`config.mk`:
```
export PLATFORM = sky130hd
export DESIGN_NAME = gcd_operand_packer
export DESIGN_NICKNAME = d
export VERILOG_FILES = /design/src/rtl/gcd_operand_packer.sv
export SDC_FILE = /design/constraint.sdc
export NUM_CORES = 1
export LEC_CHECK = 0
export CORE_ASPECT_RATIO = 1.5
export CORE_MARGIN = 1.5
export CORE_UTILIZATION = 35
export DETAILED_ROUTE_END_ITERATION = 7
export PLACE_DENSITY = 0.6
export SYNTH_ARGS = -nofsm -noshare
export SYNTH_HDL_FRONTEND = slang
export SYNTH_SLANG_ARGS = --single-unit
```
`constraint.sdc`:
```
create_clock -name clk -period 7.29 [get_ports clk]
set_clock_uncertainty 0.15 [all_clocks]
set_input_delay 1.458 -clock clk [delete_from_list [all_inputs] [get_ports clk]]
set_output_delay 1.458 -clock clk [all_outputs]
set_load 0.005 [all_outputs]
```
`src/rtl/gcd_operand_packer.sv`:
```
// Operand packer sitting in front of the GCD unit.
// Collects consecutive 16-bit words as (A, B) and queues packed {A, B}
// requests in a small circular buffer so pairing continues while the GCD
// unit is busy. A pair is visible on ostream the cycle after its B word is
// accepted (no bypass path).
module gcd_operand_packer #(
  parameter int p_nbits       = 16,
  parameter int p_num_entries = 2
) (
  input  logic                 clk,
  input  logic                 reset,
  input  logic                 istream_val,
  output logic                 istream_rdy,
  input  logic [p_nbits-1:0]   istream_msg,
  output logic                 ostream_val,
  input  logic                 ostream_rdy,
  output logic [2*p_nbits-1:0] ostream_msg,
  output logic                 a_pending,
  output logic [15:0]          pair_count
);

  localparam int MW = 2 * p_nbits;
  localparam int PW = (p_num_entries > 1) ? $clog2(p_num_entries) : 1;
  localparam int CW = $clog2(p_num_entries + 1);
  localparam logic [PW-1:0] LAST  = PW'(p_num_entries - 1);
  localparam logic [CW-1:0] DEPTH = CW'(p_num_entries);

  typedef enum logic [1:0] {
    WAIT_A = 2'b00,
    WAIT_B = 2'b01
  } state_t;

  state_t          state;
  state_t          state_next;
  logic [p_nbits-1:0] a_reg;
  logic [MW-1:0]   mem [p_num_entries];
  logic [PW-1:0]   head;
  logic [PW-1:0]   tail;
  logic [CW-1:0]   count;
  logic            in_xfer;
  logic            enq;
  logic            deq;

  // Circular pointer advance; depth need not be a power of two.
  function automatic logic [PW-1:0] ptr_inc(input logic [PW-1:0] p);
    return (p == LAST) ? '0 : p + 1'b1;
  endfunction

  // Queue side of the datapath: head entry is presented, zero when empty.
  assign ostream_val = (count != '0);
  assign deq         = ostream_val && ostream_rdy;
  assign ostream_msg = ostream_val ? mem[head] : '0;

  // Next-state and input handshake; a full queue still accepts B when the
  // head is leaving in the same cycle, which keeps depth-1 at full rate.
  always_comb begin
    state_next  = WAIT_A;
    istream_rdy = 1'b0;
    a_pending   = 1'b0;
    in_xfer     = 1'b0;
    enq         = 1'b0;
    case (state)
      WAIT_A: begin
        istream_rdy = 1'b1;
      end
      WAIT_B: begin
        a_pending   = 1'b1;
        istream_rdy = (count < DEPTH) || deq;
      end
      default: begin
        istream_rdy = 1'b0;
      end
    endcase
    if (reset) istream_rdy = 1'b0;
    in_xfer = istream_val && istream_rdy;
    case (state)
      WAIT_A:  state_next = in_xfer ? WAIT_B : WAIT_A;
      WAIT_B: begin
        enq        = in_xfer;
        state_next = in_xfer ? WAIT_A : WAIT_B;
      end
      default: state_next = WAIT_A;
    endcase
  end

  // Control state, A holding register, pointers, occupancy and pair counter.
  always_ff @(posedge clk or posedge reset) begin
    if (reset) begin
      state      <= WAIT_A;
      a_reg      <= '0;
      head       <= '0;
      tail       <= '0;
      count      <= '0;
      pair_count <= '0;
    end else begin
      state <= state_next;
      if ((state == WAIT_A) && in_xfer) a_reg <= istream_msg;
      if (enq) tail <= ptr_inc(tail);
      if (deq) begin
        head       <= ptr_inc(head);
        pair_count <= pair_count + 16'd1;
      end
      case ({enq, deq})
        2'b10:   count <= count + 1'b1;
        2'b01:   count <= count - 1'b1;
        default: count <= count;
      endcase
    end
  end

  // Pair storage; entries are only meaningful between tail write and head read.
  always_ff @(posedge clk) begin
    if (enq) mem[tail] <= {a_reg, istream_msg};
  end

endmodule

```
==> metrics.log <==
[metrics] met1 layer wirelength in the final routing: 2723 um
[metrics] sequential fraction of the synthesis area: 71.87%
[metrics] maximum frequency from static timing analysis: 228.7 MHz
[metrics] Distinct cells, synth: 22
[metrics] top layer in use: met4
[metrics] number of antenna repair diodes: 0
[metrics] routed wire length per instance: 14.30 um
[metrics] average via count per standard cell: 4.484
[metrics] Ports: 71
[metrics] Avg Inst Size Synth: 15.66 um^2
[metrics] Die Outline Area: 11980 um^2
[metrics] CTS tree: done
[metrics] Layout Area Growth over Synthesis: 29.21%
[metrics] critical path cell sequence: clkdlybuf4s50_1, inv_1, a31oi_1, clkdlybuf4s50_1
[metrics] Hold-fix buffers, CTS: 0
[metrics] antenna violations before repair: 0
[metrics] worst skew pair latency: 340 ps
[metrics] # setup viols final: 0
[metrics] slowest stage cell on the critical path: sky130_fd_sc_hd__clkdlybuf4s50_1
[metrics] result of the run: finished clean
[metrics] cell type group with the largest total delay on the critical path: buffers and inverters
[metrics] highest-count cells in the layout ignoring fill and taps: sky130_fd_sc_hd__clkdlybuf4s50_1 (70), sky130_fd_sc_hd__edfxtp_1 (64), sky130_fd_sc_hd__dfrtp_1 (36)
[metrics] RD Place Congestion: 0.6790
[metrics] post-CTS resize count: 0
[metrics] Yosys reg bits: 101
[metrics] GR Util All Layers: 12.22%
[metrics] Sequential cell area: 2849 um^2
[metrics] length of routed met2 wiring: 3531 um
[metrics] largest stage delay on the critical path: 540 ps
[metrics] maximum number of pins on one net before global-route repair: 38
[metrics] area of combinational cells with multiple inputs: 1051 um^2
[metrics] post-synthesis instance area: 3963 um^2
[metrics] vias in the first global route: 2305
[metrics] routed via count: 2139
[metrics] Residual DRC: 0
[metrics] maximum root-to-sink buffer count: 2
[metrics] post-layout min period: 4372 ps
[metrics] Die Y: 133.3 um
[metrics] Initial Util: 35.84%
[metrics] clock input transition at the sequential cells of the worst setup and hold paths: 70 ps
[metrics] worst hold path type: flip-flop to flip-flop
[metrics] standard-cell rows: 47
[metrics] drt first-iter violations: 90
[metrics] # fillers: 1036
[metrics] total routed wirelength: 6819 um
[metrics] 1st-pass router iterations: 4
[metrics] WS Path Type: input pin to primary output
[metrics] slew at the pin with the worst max-slew slack: 977.2 ps
[metrics] cell repeated most along the worst path: sky130_fd_sc_hd__clkdlybuf4s50_1
[metrics] final count of pins violating max slew: 0
[metrics] number of flip-flops under the largest register name: 64
[metrics] worst-path fanout max: 3
[metrics] die boundary width: 89.88 um
[metrics] total power density per cell area: 373.9 nW/um^2
[metrics] total core area: 11060 um^2
[metrics] Design Power: 1914 uW
[metrics] clock tree sinks: 101
[metrics] Peak VDD IR: 0.2207 mV
[metrics] placed wire-length estimate: 4391 um
[metrics] synth warn: 0
[metrics] setup repair after global routing missed its margin: false
[metrics] crit path capture type: primary output
[metrics] tightest slew margin relative to the limit: 34.85%
[metrics] cell leakage power: 0.001990 uW
[metrics] grt ovf: 0
[metrics] nets@finish: 349
[metrics] required time of the worst setup path: 5680 ps
[metrics] critical path data arrival time: 2760 ps
[metrics] startpoint type of the worst setup path: input pin
[metrics] count of max-cap constraint violations: 0
[metrics] amount of wire on met3 after detailed routing: 433 um
[metrics] most common cell after layout, fill and taps aside: sky130_fd_sc_hd__clkdlybuf4s50_1
[metrics] setup slack on the worst flop-to-flop path: 4900 ps
[metrics] Routed Antenna Nets: 0
[metrics] final sum of negative setup slack: 0 ps
[metrics] IO buf count: 70
[metrics] global-route wire length before repair: 11230 um
[metrics] fraction of final layout cells sized beyond drive strength 1: 12.73%
[metrics] Syn Nets: 277
[metrics] setup fix buffers added after clock tree synthesis: 0
[metrics] TritonCTS buffer count: 9
[metrics] clock tree root buffer cell: sky130_fd_sc_hd__clkbuf_16
[metrics] worst path buffer plus inverter count: 3
[metrics] Synth Instances: 253
[metrics] final worst-path cycle share: 59.97%
[metrics] depth of the CTS H-tree: 3
[metrics] endpoints failing hold: 0
-- worst reg2reg max path: cells and delay by family (launching register included) --
family / cells / cell delay (ps)
compound gates: 1 / 190
fa+ha+maj: 1 / 200
buf+inv: 1 / 90
flops: 1 / 460
simple gates: 2 / 920
-- final timing paths --
path | start | endpoint | depth (start not counted)
setup / recovery | ostream_rdy | istream_rdy | 4
hold / removal | a_reg[13]$_DFFE_PP0P_ | mem[0][29]$_DFFE_PP_ | 0
setup reg to reg | count[1]$_DFFE_PP0P_ | mem[0][20]$_DFFE_PP_ | 5
hold reg to reg | a_reg[13]$_DFFE_PP0P_ | mem[0][29]$_DFFE_PP_ | 0
max in group asynchronous | reset | head$_DFFE_PP0P_ | 2
min in group asynchronous | reset | a_reg[8]$_DFFE_PP0P_ | 2
-- through the flow --
stage          setup WS, ps  cells  hold WS [ps]  utilization, %  instance area [um^2]
5_1_grt                2803    477         338.2           46.31                  5120
3_5_place_dp           2925    461         301.9           43.58                  4818
6_report               2918    477         318.5           46.31                  5120
3_3_place_gp           2929    461         295.3           43.58                  4818
2_1_floorplan          3244    253         288.2               -                  3963
4_1_cts                2905    477         320.9           46.31                  5120
-- cell families (layout without fill, tap and decap cells) --
group | after synthesis | after routing | share of synthesized area, %
DFF | 101 | 101 | 71.87
and+or+nand+nor | 59 | 59 | 6.947
muxes | 49 | 49 | 12.91
xor gates and xnor gates | 20 | 20 | 4.421
buffers and inverters | 17 | 94 | 1.894
adders and majority gates | 4 | 4 | 1.263
AOI/OAI and AO/OA | 3 | 3 | 0.6948
-- synthesized netlist by cell type --
library cell | count | area (um^2)
sky130_fd_sc_hd__nor3_2 | 1 | 10.01
sky130_fd_sc_hd__buf_2 | 9 | 45.04
sky130_fd_sc_hd__and3_1 | 5 | 31.28
sky130_fd_sc_hd__o21ai_2 | 1 | 8.760
sky130_fd_sc_hd__xor2_1 | 7 | 61.31
sky130_fd_sc_hd__nand3_1 | 4 | 20.02
sky130_fd_sc_hd__edfxtp_1 | 64 | 1922
sky130_fd_sc_hd__inv_1 | 7 | 26.28
sky130_fd_sc_hd__and4_1 | 1 | 8.760
sky130_fd_sc_hd__nand4_1 | 3 | 18.77
sky130_fd_sc_hd__nor3_4 | 1 | 16.27
sky130_fd_sc_hd__dfrtp_1 | 37 | 925.9
sky130_fd_sc_hd__ha_1 | 4 | 50.05
sky130_fd_sc_hd__clkbuf_1 | 1 | 3.750
sky130_fd_sc_hd__nand2_1 | 5 | 18.77
sky130_fd_sc_hd__xnor2_1 | 13 | 113.9
sky130_fd_sc_hd__and2_1 | 2 | 12.51
sky130_fd_sc_hd__mux2i_1 | 32 | 320.3
sky130_fd_sc_hd__a31oi_1 | 1 | 6.260
sky130_fd_sc_hd__o211ai_2 | 1 | 12.51
sky130_fd_sc_hd__nor2_1 | 37 | 138.9
sky130_fd_sc_hd__mux2_2 | 17 | 191.4
-- metal layers --
| layer | track usage (%) | vias to the layer above |
|---|---|---|
| met3 | 4.795 | 8 |
| met2 | 21.67 | 52 |
| met1 | 12.78 | 1040 |
| met5 | 0 | - |
| li1 | - | 1039 |
| met4 | 5.291 | 0 |
-- area by class of cell --
type | count | share of cell area (%)
well taps | 147 | 3.592
repair buffers | 71 | 13.83
clock inverters | 6 | 1.417
flip-flops and latches | 101 | 55.65
clock buffers | 10 | 4.472
multi-input cells | 135 | 20.53
inverters | 7 | 0.5132
-- power breakdown --
group          switching [uW]  total [uW]  leakage [uW]  internal (uW)
clock                     201         470      0.000143            269
sequential                127         886       0.00104            759
combinational             206         558      0.000805            352
No activity file was read; power rests on OpenSTA's default activity.
